==> src/rtl/switch_game_round_ctrl.sv <==
// Round sequencer for the switch game: game FSM, round/break countdowns, score, rounds and lives.
// Optional build macro SWITCH_GAME_SPEEDUP_EN shortens each round as the points exponent grows.
module switch_game_round_ctrl #(
    parameter int unsigned ROUND_SECS     = 15,
    parameter int unsigned BREAK_SECS     = 5,
    parameter int unsigned LIVES          = 3,
    parameter int unsigned MIN_ROUND_SECS = 5
) (
    input  logic        clk,
    input  logic        reset_n,
    input  logic        tick_1hz,
    input  logic        start,
    input  logic        check_valid,
    input  logic        is_correct,
    output logic        choose_flag,
    output logic [2:0]  state,
    output logic [5:0]  time_left,
    output logic [7:0]  round_cnt,
    output logic [13:0] score,
    output logic [1:0]  lives_left,
    output logic        round_active,
    output logic        game_over
);

    localparam int unsigned TIME_W  = 6;
    localparam int unsigned ROUND_W = 8;
    localparam int unsigned SCORE_W = 14;
    localparam int unsigned LIVES_W = 2;
    localparam int unsigned EXP_W   = 3;
    localparam int unsigned MOD_W   = 3;
    localparam int unsigned PTS_W   = 8;

    localparam logic [SCORE_W-1:0] SCORE_MAX  = SCORE_W'(9999);
    localparam logic [ROUND_W-1:0] ROUND_MAX  = ROUND_W'(255);
    localparam logic [EXP_W-1:0]   EXP_MAX    = EXP_W'(6);
    localparam logic [MOD_W-1:0]   MOD_LAST   = MOD_W'(4);
    localparam logic [LIVES_W-1:0] LIVES_INIT = LIVES_W'(LIVES);
    localparam logic [TIME_W-1:0]  BREAK_LEN  = TIME_W'(BREAK_SECS);
    localparam logic [TIME_W-1:0]  ROUND_LEN  = TIME_W'(ROUND_SECS);
    // Floor never exceeds the nominal round length, so an unshortened round is always ROUND_SECS.
    localparam logic [TIME_W-1:0]  FLOOR_LEN  =
        TIME_W'((MIN_ROUND_SECS < ROUND_SECS) ? MIN_ROUND_SECS : ROUND_SECS);

    typedef enum logic [2:0] {
        ST_IDLE   = 3'd0,
        ST_PROMPT = 3'd1,
        ST_PLAY   = 3'd2,
        ST_PASS   = 3'd3,
        ST_FAIL   = 3'd4,
        ST_BREAK  = 3'd5,
        ST_OVER   = 3'd6
    } state_e;

    state_e               state_q, state_d;
    logic                 choose_q, choose_d;
    logic [TIME_W-1:0]    time_q, time_d;
    logic [ROUND_W-1:0]   round_q, round_d;
    logic [SCORE_W-1:0]   score_q, score_d;
    logic [LIVES_W-1:0]   lives_q, lives_d;
    logic [MOD_W-1:0]     pass_mod_q, pass_mod_d;
    logic [EXP_W-1:0]     exp_q, exp_d;
    logic                 start_q, start_d;

    logic                 start_rise;
    logic [EXP_W-1:0]     speed_e;
    logic [TIME_W-1:0]    round_len;
    logic [PTS_W-1:0]     points;
    logic [SCORE_W:0]     score_sum;

    assign start_rise = start & ~start_q;

`ifdef SWITCH_GAME_SPEEDUP_EN
    assign speed_e = exp_q;
`else
    assign speed_e = '0;
`endif

    // Round length = ROUND_SECS - e, clamped at the floor.
    always_comb begin
        if ((TIME_W+1)'(FLOOR_LEN) + (TIME_W+1)'(speed_e) >= (TIME_W+1)'(ROUND_LEN)) begin
            round_len = FLOOR_LEN;
        end else begin
            round_len = ROUND_LEN - TIME_W'(speed_e);
        end
    end

    assign points    = PTS_W'(2) << exp_q;
    assign score_sum = (SCORE_W+1)'(score_q) + (SCORE_W+1)'(points);

    always_ff @(posedge clk or negedge reset_n) begin
        if (!reset_n) begin
            state_q    <= ST_IDLE;
            choose_q   <= 1'b0;
            time_q     <= '0;
            round_q    <= '0;
            score_q    <= '0;
            lives_q    <= LIVES_INIT;
            pass_mod_q <= '0;
            exp_q      <= '0;
            start_q    <= 1'b0;
        end else begin
            state_q    <= state_d;
            choose_q   <= choose_d;
            time_q     <= time_d;
            round_q    <= round_d;
            score_q    <= score_d;
            lives_q    <= lives_d;
            pass_mod_q <= pass_mod_d;
            exp_q      <= exp_d;
            start_q    <= start_d;
        end
    end

    // Next-state and registered-output logic; choose_d is high exactly on entry to PROMPT.
    always_comb begin
        state_d    = state_q;
        choose_d   = 1'b0;
        time_d     = time_q;
        round_d    = round_q;
        score_d    = score_q;
        lives_d    = lives_q;
        pass_mod_d = pass_mod_q;
        exp_d      = exp_q;
        start_d    = start;

        case (state_q)
            ST_IDLE, ST_OVER: begin
                time_d = '0;
                if (start_rise) begin
                    round_d    = '0;
                    score_d    = '0;
                    lives_d    = LIVES_INIT;
                    pass_mod_d = '0;
                    exp_d      = '0;
                    choose_d   = 1'b1;
                    state_d    = ST_PROMPT;
                end
            end

            ST_PROMPT: begin
                time_d  = round_len;
                state_d = ST_PLAY;
            end

            ST_PLAY: begin
                if (check_valid) begin
                    state_d = is_correct ? ST_PASS : ST_FAIL;
                end else if (tick_1hz) begin
                    if (time_q == TIME_W'(1)) begin
                        time_d  = '0;
                        state_d = ST_FAIL;
                    end else begin
                        time_d = time_q - TIME_W'(1);
                    end
                end
            end

            ST_PASS: begin
                score_d = (score_sum >= (SCORE_W+1)'(SCORE_MAX)) ? SCORE_MAX
                                                                : score_sum[SCORE_W-1:0];
                if (round_q != ROUND_MAX) begin
                    round_d = round_q + ROUND_W'(1);
                end
                // Every fifth pass bumps the points exponent.
                if (pass_mod_q == MOD_LAST) begin
                    pass_mod_d = '0;
                    if (exp_q != EXP_MAX) begin
                        exp_d = exp_q + EXP_W'(1);
                    end
                end else begin
                    pass_mod_d = pass_mod_q + MOD_W'(1);
                end
                time_d  = BREAK_LEN;
                state_d = ST_BREAK;
            end

            ST_FAIL: begin
                lives_d = lives_q - LIVES_W'(1);
                if (lives_q == LIVES_W'(1)) begin
                    time_d  = '0;
                    state_d = ST_OVER;
                end else begin
                    time_d  = BREAK_LEN;
                    state_d = ST_BREAK;
                end
            end

            ST_BREAK: begin
                if (tick_1hz) begin
                    if (time_q == TIME_W'(1)) begin
                        time_d   = '0;
                        choose_d = 1'b1;
                        state_d  = ST_PROMPT;
                    end else begin
                        time_d = time_q - TIME_W'(1);
                    end
                end
            end

            default: begin
                time_d  = '0;
                state_d = ST_IDLE;
            end
        endcase
    end

    assign choose_flag  = choose_q;
    assign state        = 3'(state_q);
    assign time_left    = time_q;
    assign round_cnt    = round_q;
    assign score        = score_q;
    assign lives_left   = lives_q;
    assign round_active = (state_q == ST_PLAY);
    assign game_over    = (state_q == ST_OVER);

endmodule

==> config.mk <==
export PLATFORM = sky130hd
export DESIGN_NAME = switch_game_round_ctrl
export DESIGN_NICKNAME = d
export VERILOG_FILES = /design/src/rtl/switch_game_round_ctrl.sv
export SDC_FILE = /design/constraint.sdc
export NUM_CORES = 1
export LEC_CHECK = 0
export CAP_MARGIN = 20
export CORE_ASPECT_RATIO = 2
export CORE_MARGIN = 10
export CORE_UTILIZATION = 28
export CTS_CLUSTER_SIZE = 40
export DETAILED_ROUTE_END_ITERATION = 8
export DONT_BUFFER_PORTS = 1
export GPL_TIMING_DRIVEN = 0
export PLACE_DENSITY = 0.5
export SLEW_MARGIN = 20
export SYNTH_ARGS = -nofsm -noshare
export SYNTH_HDL_FRONTEND = slang
export SYNTH_SLANG_ARGS = --single-unit
export TNS_END_PERCENT = 30
==> constraint.sdc <==
create_clock -name clk -period 4.85 [get_ports clk]
set_input_delay 0.2425 -clock clk [delete_from_list [all_inputs] [get_ports clk]]
set_output_delay 0.2425 -clock clk [all_outputs]
set_load 0.02 [all_outputs]
==> impl_metrics.csv, run 1 <==
group,metric,value,unit
placed_design,port_buffers,0,
cells_and_area,fin_nets,376,
worst_setup_path,crit_path_end_kind,"flip-flop",
power,leakagePower,1.418,nW
clock_network,clk_latency,0.29,ns
logic_synthesis,synth_fp_nets,366,
sta,max_slew_margin,0.5009,
cells_and_area,fin_area,3232,um2
worst_setup_path,start_kind,"flip-flop",
sta,fmax,256.3,MHz
power,p_per_area,594.2,nW/um2
placed_design,place_area,3027,um2
drt,vias_per_cell,5.419,
sta,finalHoldViolations,0,
cells_and_area,fillCellCount,1082,
floorplanning,die_h,162.9,um
global_route,grt_use_total,0.1139,
logic_synthesis,synth_cell_types,61,
logic_synthesis,synth-edff-count,0,
logic_synthesis,syn_inst,341,
drt,ant_nets,0,
clock_network,cts-buffers-inserted,5,
drt,drt_wl_total,8431,um
outcome,run_status,"finished clean",
power,finalPower,1.920,mW
floorplanning,die_x,91.44,um
sta,layout_setup_ws,0.9487,ns
placed_design,gp_congestion,0.8443,
logic_synthesis,ys_seq_elements,41,
sta,fin_crit_sh,0.8044,
worst_setup_path,worstReg2RegStart,"exp_q[0]$_DFFE_PN0P_",
sta,final-setup-viol-count,0,
sta,worst_pin_slew,0.7459,ns
sta,fin_crit,3.901,ns
clock_network,post_cts_buffers,0,
drt,vias,2639,
drt,initialDrtViolationCount,126,
cells_and_area,multi_input_area,1680,um2
worst_setup_path,cp_data_required_time,5.07,ns
drt,drc,0,
placed_design,dp_slack,0.8822,ns
cells_and_area,insertedDiodeCount,0,
worst_setup_path,slowest_delay,0.54,ns
cells_and_area,drive_gt1_frac,0.06250,
global_route,global_route.overflow_total,0,
clock_network,cts.sinks,41,
cells_and_area,stdcell_count,487,
sta,tns,0,ns
floorplanning,die_area,14890,um2
worst_setup_path,path_cells,"inv_1 > ha_1 > nor2b_1 > ha_1 > inv_1 > fa_1 > nor2b_1 > o311ai_0 > a2111oi_0 > o211ai_1 > a41oi_2 > o31a_1 > o22a_1 > buf_6 > a41o_1",
sta,rsz0062_at_grt,"no",
cells_and_area,regArea,1028,um2
worst_setup_path,cp.arrival,4.12,ns
logic_synthesis,synth-async-reset-ratio,1.000,
logic_synthesis,syn-cell-area,2858,um2
sta,clock_skew,0.008891,ns
placed_design,numPlacedInstances,476,
logic_synthesis,ys_seq_area_frac,0.3599,
global_route,grt_max_degree,42,
run,maxCapViolCount,0,
worst_hold_path,hp-class,"input pin to flip-flop",
clock_network,cts_tree,"yes",
sta,drv_slew,0,
placed_design,hpwlAfterDp,6602,um
logic_synthesis,syn_area_per_cell,8.380,um2
cells_and_area,syn_to_final_growth,13.09,%
drt,first_pass_iters,4,
logic_synthesis,synth_ff_type,"dfrtp_1",
worst_setup_path,path_class,"flip-flop to flip-flop",
clock_network,cts_buffer_depth,2,
global_route,grt_pass1_wl,13650,um
floorplanning,ios,42,
global_route,antenna_found_initial,0,
worst_setup_path,crit_fanout,10,
clock_network,clkSlewWorstSetupHoldPaths,0.06,ns
cells_and_area,finish.utilization,0.3205,
global_route,grt_pass1_vias,2639,
floorplanning,placementRows,52,
logic_synthesis,synth_warnings,0,
floorplanning,start_util,0.2834,
clock_network,cts-root-buf,"clkbuf_16",
worst_setup_path,cp_slowest_cell,"a2111oi_0",
power,ir_drop,0.2637,mV
worst_setup_path,cp-startpoint,"exp_q[0]$_DFFE_PN0P_",
worst_hold_path,hold_path_startpoint,"check_valid",
sta,hold_slack,0.2397,ns
drt,post_drt_wl_per_cell,17.31,um
clock_network,htreeDepth,2,
floorplanning,core_area,10080,um2
power by group:
part | internal [mW] | total [mW] | switching [mW]
logic | 0.310 | 0.855 | 0.546
registers | 0.453 | 0.703 | 0.249
clock network | 0.218 | 0.362 | 0.144
total | 0.981 | 1.92 | 0.939
cells by family (layout without fill, tap and decap cells):
| group | after synthesis | after routing | share of synthesized area |
|---|---|---|---|
| AOI/OAI and AO/OA | 116 | 116 | 0.2772 |
| DFF | 41 | 41 | 0.3599 |
| adders and majority gates | 19 | 19 | 0.08582 |
| xor gates and xnor gates | 9 | 9 | 0.02758 |
| buffers and inverters | 35 | 46 | 0.05210 |
| and+or+nand+nor | 120 | 120 | 0.1935 |
| muxes | 1 | 1 | 0.003940 |
sequential cells by signal (all words and copies together) (netlist names):
| signal | cells |
|---|---|
| score | 14 |
| round_cnt | 8 |
| time_left | 6 |
| exp_q | 3 |
| pass_mod_q | 3 |
| state | 3 |
| lives_left | 2 |
| choose_flag | 1 |
| start_q | 1 |
Yosys cell counts, types with 4 or more instances:
master     n  share of area
o21ai_0   30          0.053
a32o_1     4          0.014
and3_1     4         0.0088
a31oi_1    7          0.015
xor2_1     6          0.018
o31a_1     4          0.012
clkbuf_1  10          0.013
o21ai_1    5         0.0088
nand2b_1   5          0.011
ha_1      18          0.079
nor2_1    37          0.049
a21o_1     5          0.013
nor3_1     8          0.014
a21oi_1   22          0.039
o41ai_1    4          0.012
and2_1     4         0.0088
inv_1     20          0.026
o21a_1     4          0.011
nand3_1    6          0.011
nand2_1   40          0.053
dfrtp_1   39           0.34
timing repair:
item,CTS,global route
endpoints found under the hold margin,42,0
hold buffers,3,0
gates resized for setup,0,0
final timing paths:
| path | endpoint | slack (ns) | depth (start not counted) |
|---|---|---|---|
| min in group asynchronous | score[11]$_DFFE_PN0P_ | 0.45 | 2 |
| setup / recovery | score[4]$_DFFE_PN0P_ | 0.95 | 15 |
| max in group asynchronous | lives_left[0]$_DFFE_PN1P_ | 4.13 | 2 |
| hold reg to reg | pass_mod_q[2]$_DFFE_PN0P_ | 0.50 | 1 |
| setup reg to reg | score[4]$_DFFE_PN0P_ | 0.95 | 15 |
| hold / removal | state[1]$_DFFE_PN0P_ | 0.24 | 2 |
cells in the final DEF (no fill, tap or decap), types with 6 or more instances in the layout:
cell type,n
nand2_1,40
dfrtp_1,39
nor2_1,37
o21ai_0,30
a21oi_1,22
inv_1,20
ha_1,18
clkbuf_1,10
nor3_1,8
a31oi_1,7
xor2_1,6
nand3_1,6
layer usage:
metal	global-route usage	share of wire	up-vias
met1	0.1001	0.33	1290
met2	0.2229	0.57	71
met3	0.03047	0.059	19
met5	0	0	-
li1	-	-	1259
met4	0.06232	0.037	0
layout make-up:
cell class,count,share of cell area
Inverter,20,0.02323
Buffer,15,0.02284
Clock inverter,1,0.001549
Timing Repair Buffer,3,0.01471
Multi-Input combinational cell,265,0.5199
Clock buffer,7,0.04723
Tap cell,135,0.05226
Sequential cell,41,0.3182
critical path, delay by kind of cell, from the launching register on:
kind,cells,cell delay (ns)
AO/OA/AOI/OAI,7,1.88
adder cells (fa/ha/maj),3,0.76
buffers and inverters,3,0.31
flip-flops,1,0.42
AND/OR/NAND/NOR,2,0.45
No activity file was read; power rests on OpenSTA's default activity.
==> run 2: changes to the inputs <==
--- a/config.mk
+++ b/config.mk
@@ -5,6 +5,7 @@
 export SDC_FILE = /design/constraint.sdc
 export NUM_CORES = 1
 export LEC_CHECK = 0
+export ABC_AREA = 1
 export CAP_MARGIN = 20
 export CORE_ASPECT_RATIO = 2
 export CORE_MARGIN = 10
@@ -13,7 +14,7 @@
 export DETAILED_ROUTE_END_ITERATION = 8
 export DONT_BUFFER_PORTS = 1
 export GPL_TIMING_DRIVEN = 0
-export PLACE_DENSITY = 0.5
+export PLACE_DENSITY = 0.52
 export SLEW_MARGIN = 20
 export SYNTH_ARGS = -nofsm -noshare
 export SYNTH_HDL_FRONTEND = slang
==> constraint.sdc (replaced) <==
create_clock -name clk -period 3.2 [get_ports clk]
set_input_delay 0.16 -clock clk [delete_from_list [all_inputs] [get_ports clk]]
set_output_delay 0.16 -clock clk [all_outputs]
set_load 0.02 [all_outputs]
==> impl_metrics.csv, run 2 <==
group,metric,value,unit
logic_synthesis,ys_seq_elements,41,
drt,vias,2532,
logic_synthesis,synth-async-reset-ratio,1.000,
drt,drt_wl_total,7974,um
cells_and_area,final_common_cell,"nand2_1",
cells_and_area,fin_nets,429,
global_route,grt_use_total,0.1131,
sta,finalHoldViolations,0,
floorplanning,die_area,14580,um2
logic_synthesis,ys_seq_area_frac,0.3693,
floorplanning,ios,42,
placed_design,port_buffers,0,
floorplanning,placementRows,51,
logic_synthesis,syn_inst,394,
clock_network,cts-buffers-inserted,5,
drt,ant_nets,0,
worst_setup_path,crit_path_end_kind,"flip-flop",
clock_network,ctsHoldBuffers,3,
sta,clock_skew,0.009506,ns
logic_synthesis,synth_fp_nets,419,
worst_setup_path,cp_data_required_time,3.35,ns
global_route,grt_max_degree,42,
worst_setup_path,worstReg2RegStart,"exp_q[0]$_DFFE_PN0P_",
drt,drc,0,
logic_synthesis,synth_ff_type,"dfrtp_1",
clock_network,clkSlewWorstSetupHoldPaths,0.06,ns
logic_synthesis,synth_most_common_cell,"nand2_1",
sta,fin_crit,2.887,ns
cells_and_area,multi_input_area,1488,um2
cells_and_area,drive_gt1_frac,0.08889,
clock_network,cts-root-buf,"clkbuf_16",
drt,post_drt_wl_per_cell,14.85,um
drt,first_pass_iters,4,
floorplanning,die_h,161.0,um
power,leakagePower,1.635,nW
run,maxCapViolCount,0,
sta,rsz0062_at_grt,"no",
clock_network,cts_tree,"yes",
floorplanning,start_util,0.2853,
power,p_per_area,884.9,nW/um2
placed_design,hpwlAfterDp,6416,um
global_route,antenna_found_initial,0,
sta,hold_slack,0.1026,ns
worst_hold_path,hp-class,"input pin to flip-flop",
worst_setup_path,cp.arrival,3.04,ns
cells_and_area,fillCellCount,1064,
clock_network,cts.sinks,41,
clock_network,cts-resized-gates,0,
floorplanning,core_area,9763,um2
sta,max_slew_margin,0.6147,
worst_setup_path,crit_fanout,6,
worst_setup_path,path_class,"flip-flop to flip-flop",
cells_and_area,largest_register_ff_count,14,
global_route,grt_pass1_vias,2660,
worst_hold_path,hold_path_startpoint,"tick_1hz",
clock_network,post_cts_buffers,0,
drt,vias_per_cell,4.715,
logic_synthesis,synth_warnings,0,
sta,fin_crit_sh,0.9022,
placed_design,gp_congestion,0.8306,
clock_network,clk_latency,0.29,ns
outcome,run_status,"finished clean",
sta,final-setup-viol-count,0,
sta,tns,0,ns
sta,worst_pin_slew,0.5758,ns
floorplanning,die_x,90.53,um
drt,initialDrtViolationCount,118,
logic_synthesis,synthTopCellsByCount,"nand2_1 (117), inv_1 (63), dfrtp_1 (39)",
logic_synthesis,synth-edff-count,0,
global_route,global_route.overflow_total,0,
cells_and_area,syn_to_final_growth,13.84,%
logic_synthesis,synth_area_leaders,"dfrtp_1 (35%), nand2_1 (16%), inv_1 (8.5%)",
cells_and_area,regArea,1028,um2
logic_synthesis,syn-cell-area,2785,um2
worst_setup_path,start_kind,"flip-flop",
power,ir_drop,0.4352,mV
sta,drv_slew,0,
clock_network,htreeDepth,2,
sta,fmax,346.4,MHz
global_route,grt_pass1_wl,13400,um
worst_setup_path,cp-startpoint,"exp_q[0]$_DFFE_PN0P_",
clock_network,cts_buffer_depth,2,
cells_and_area,final_cell_mix,"nand2_1 (117), inv_1 (63), dfrtp_1 (39)",
logic_synthesis,yosysTopAreaCell,"dfrtp_1",
cells_and_area,insertedDiodeCount,0,
logic_synthesis,syn_area_per_cell,7.069,um2
logic_synthesis,synth_cell_types,33,
logic_synthesis,yosysTopAreaCellShare,0.3504,
-- run 2: cell types whose count changed after synthesis, sizes merged, moves of 5 or more --
cell | before | now
clkbuf | 10 | 1
a21oi | 22 | 17
o21ai | 35 | 25
nand2b | 5 | 0
inv | 20 | 68
a31oi | 7 | 0
nand2 | 40 | 123
nand3 | 6 | 35
a21o | 5 | 0
-- run 2: logic make-up (layout without fill, tap and decap cells) --
| group | count (synthesis) | count (layout) | synth area share |
|---|---|---|---|
| and+or+nand+nor | 206 | 206 | 0.3212 |
| buffers and inverters | 71 | 82 | 0.09659 |
| AOI/OAI and AO/OA | 51 | 51 | 0.1060 |
| DFF | 41 | 41 | 0.3693 |
| adders and majority gates | 19 | 19 | 0.08805 |
| xor gates and xnor gates | 6 | 6 | 0.01887 |
-- run 2: metrics by stage --
stage / utilization / total power [mW] / instances / area (um2) / setup slack [ns]
floorplan: - / 1.880 / 394 / 2785 / 0.7353
global placement: 0.3022 / 2.199 / 526 / 2950 / 0.3248
detailed placement: 0.3022 / 2.222 / 526 / 2950 / 0.3314
CTS: 0.3247 / 2.854 / 537 / 3171 / 0.3052
global route: 0.3247 / 3.054 / 537 / 3171 / 0.01534
finish: 0.3247 / 2.806 / 537 / 3171 / 0.3129
-- run 2: worst paths after layout --
path | endpoint | slack (ns) | cells past startpoint
max in group asynchronous | lives_left[1]$_DFFE_PN1P_ | 2.55 | 2
worst min-delay path | time_left[2]$_DFFE_PN0P_ | 0.10 | 3
worst max-delay path | score[3]$_DFFE_PN0P_ | 0.31 | 17
worst max register to register | score[3]$_DFFE_PN0P_ | 0.31 | 17
min in group asynchronous | round_cnt[3]$_DFFE_PN0P_ | 0.39 | 2
worst min register to register | pass_mod_q[0]$_DFFE_PN0P_ | 0.53 | 1
-- run 2: power breakdown --
group / internal (mW) / total [mW] / switching (mW)
clock network: 0.390 / 0.602 / 0.212
logic: 0.374 / 1.06 / 0.685
registers: 0.702 / 1.14 / 0.442
total: 1.47 / 2.81 / 1.34
-- run 2: final cells by class --
cell class	instances	share of cell area
sequential	41	0.3244
tap	132	0.05209
inverter	68	0.08051
multi-input combinational	282	0.4692
buffer	3	0.004341
timing repair buffer	3	0.01500
clock inverter	1	0.009471
clock buffer	7	0.04499
-- run 2: metal layers --
layer | share of wire | vias up | wire (um) | track usage
li1 | - | 1276 | - | -
met1 | 0.32 | 1186 | 2541 | 0.09719
met2 | 0.59 | 56 | 4668 | 0.2241
met3 | 0.068 | 14 | 540 | 0.03668
met4 | 0.028 | 0 | 224 | 0.05240
met5 | 0 | - | 0 | 0
-- run 2: critical path: stages, from the launching register on --
cell	delay [ns]
dfrtp_1	0.42
inv_1	0.09
ha_1	0.17
inv_1	0.04
nor2_1	0.09
ha_1	0.20
inv_1	0.06
fa_1	0.44
nor2_2	0.17
nand2_2	0.09
nand3_2	0.09
nand3_1	0.07
nand2_1	0.13
nand2_1	0.07
a21oi_2	0.24
nand2_1	0.10
nand2_2	0.17
nand3_1	0.10
==> run 3: changes to the inputs <==
==> constraint.sdc (replaced) <==
create_clock -name clk -period 2.35 [get_ports clk]
set_input_delay 0.1175 -clock clk [delete_from_list [all_inputs] [get_ports clk]]
set_output_delay 0.1175 -clock clk [all_outputs]
set_load 0.02 [all_outputs]
==> impl_metrics.csv, run 3 (synthesized netlist as in run 2, its figures left out) <==
group,metric,value,unit
outcome,run_status,"finished with violations",
outcome,violations,"setup timing",
sta,layout_setup_ws,-0.3015,ns
cells_and_area,final_common_cell,"nand2_1",
floorplanning,placementRows,51,
floorplanning,core_area,9763,um2
worst_setup_path,cp.arrival,2.81,ns
cells_and_area,insertedDiodeCount,0,
worst_setup_path,cp-startpoint,"exp_q[0]$_DFFE_PN0P_",
sta,worst_pin_slew,0.5423,ns
clock_network,cts.sinks,41,
placed_design,hpwlAfterDp,6388,um
sta,final-setup-viol-count,14,
worst_setup_path,crit_path_end_kind,"flip-flop",
drt,vias_per_cell,4.696,
cells_and_area,final_cell_mix,"nand2_1 (108), inv_1 (58), dfrtp_1 (39)",
cells_and_area,fin_nets,434,
global_route,grt_use_total,0.1135,
worst_setup_path,worstSetupEndpoint,"score[1]$_DFFE_PN0P_",
global_route,met3_usage,0.03250,
floorplanning,start_util,0.2853,
global_route,grt_max_degree,42,
drt,initialDrtViolationCount,71,
clock_network,htreeDepth,2,
clock_network,cts_tree,"yes",
drt,vias,2545,
worst_setup_path,worstReg2RegStart,"exp_q[0]$_DFFE_PN0P_",
worst_setup_path,start_kind,"flip-flop",
worst_setup_path,slowest_delay,0.55,ns
floorplanning,die_area,14580,um2
power,p_per_area,1159,nW/um2
drt,ant_nets,0,
placed_design,numPlacedInstances,526,
worst_setup_path,path_cells,"inv_2 > ha_4 > inv_2 > nor2_2 > ha_2 > inv_2 > fa_2 > nor2_1 > nand2_1 > nand3_1 > nor2_1 > nand2_1 > nor2_2 > nor2_2 > nand2_2 > nand2_2 > nand2_4 > nand3_1",
worst_setup_path,reg2reg_to,"score[1]$_DFFE_PN0P_",
sta,drv_slew,0,
drt,drt_wl_total,8046,um
global_route,use_met2,0.2254,
cells_and_area,drive_gt1_frac,0.1780,
power,ir_drop,0.5097,mV
floorplanning,die_h,161.0,um
placed_design,dp_slack,-0.4827,ns
worst_setup_path,path_class,"flip-flop to flip-flop",
power,finalPower,3.862,mW
clock_network,clk_latency,0.29,ns
clock_network,cts_buffer_depth,2,
placed_design,port_buffers,0,
floorplanning,ios,42,
clock_network,cts-buffers-inserted,5,
worst_setup_path,r2r_slack,-0.30,ns
placed_design,gp_congestion,0.8384,
power,leakagePower,1.662,nW
worst_setup_path,cp_data_required_time,2.51,ns
run,maxCapViolCount,0,
sta,finalHoldViolations,0,
cells_and_area,syn_to_final_growth,19.68,%
worst_setup_path,r2r_cells,18,
cells_and_area,largest_register_ff_count,14,
sta,max_slew_margin,0.6385,
drt,drc,0,
sta,rsz0062_at_grt,"yes",
worst_setup_path,cp_slowest_cell,"fa_2",
sta,fmax,377.2,MHz
global_route,global_route.overflow_total,0,
drt,post_drt_wl_per_cell,14.85,um
clock_network,clkSlewWorstSetupHoldPaths,0.06,ns
global_route,grt_pass1_wl,13310,um
sta,fin_crit_sh,1.128,
clock_network,cts-root-buf,"clkbuf_16",
global_route,antenna_found_initial,0,
sta,fin_crit,2.651,ns
sta,tns,-3.500,ns
global_route,grt-busiest-layer,"met2",
sta,clock_skew,0.005275,ns
worst_hold_path,hp-class,"input pin to flip-flop",
cells_and_area,stdcell_count,542,
floorplanning,die_x,90.53,um
sta,hold_slack,0.04566,ns
worst_setup_path,crit_fanout,6,
global_route,global_route.usage.met1,0.09316,
drt,first_pass_iters,4,
global_route,grt_pass1_vias,2688,
-- run 3: where the power goes --
part	total, mW	internal [mW]	switching (mW)
Sequential	1.55	0.956	0.599
Combinational	1.61	0.608	1.01
Clock	0.693	0.390	0.303
Total	3.86	1.95	1.91
-- run 3: worst min path at each step --
stage / start / endpoint / slack [ns] / depth (start not counted)
2_1_floorplan: reset_n / choose_flag$_DFF_PN0_ / -0.18 / 0
3_3_place_gp: reset_n / round_cnt[3]$_DFFE_PN0P_ / -0.18 / 0
3_5_place_dp: reset_n / round_cnt[3]$_DFFE_PN0P_ / -0.18 / 0
4_1_cts: tick_1hz / time_left[2]$_DFFE_PN0P_ / 0.04 / 3
5_1_grt: tick_1hz / time_left[2]$_DFFE_PN0P_ / 0.06 / 3
6_report: tick_1hz / time_left[2]$_DFFE_PN0P_ / 0.05 / 3
-- run 3: what timing repair did --
action	in CTS	in global routing
pin swaps	3	13
hold endpoints to repair	42	0
setup buffers	5	0
gates resized for setup	20	19
hold buffers	3	0
cloned	0	0
setup endpoints to repair	14	19
-- run 3: routing by layer --
layer  part of all wire  routed length [um]
met3              0.058                 466
met4              0.044                 356
met5                  0                   0
met2               0.58                4646
met1               0.32                2577
-- run 3: cell type report --
class	count	area [um2]
tap	132	165.2
fill	1053	6430
timing repair buffer	8	85.08
sequential	41	1028
multi-input combinational	282	1643
clock buffer	5	125.1
clock inverter	3	17.52
inverter	68	255.2
buffer	3	13.76
-- run 3: critical path, delay by kind of cell (launching register included) --
family	cells	cell delay, ns
simple gates	12	1.05
fa+ha+maj	3	0.90
flops	1	0.40
buf+inv	3	0.16
-- run 3: stage by stage --
stage               utilization  instance area, um2
floorplan                     -                2790
global route             0.3414                3333
detailed placement       0.3027                2955
CTS                      0.3337                3258
global placement         0.3027                2955
finish                   0.3414                3333
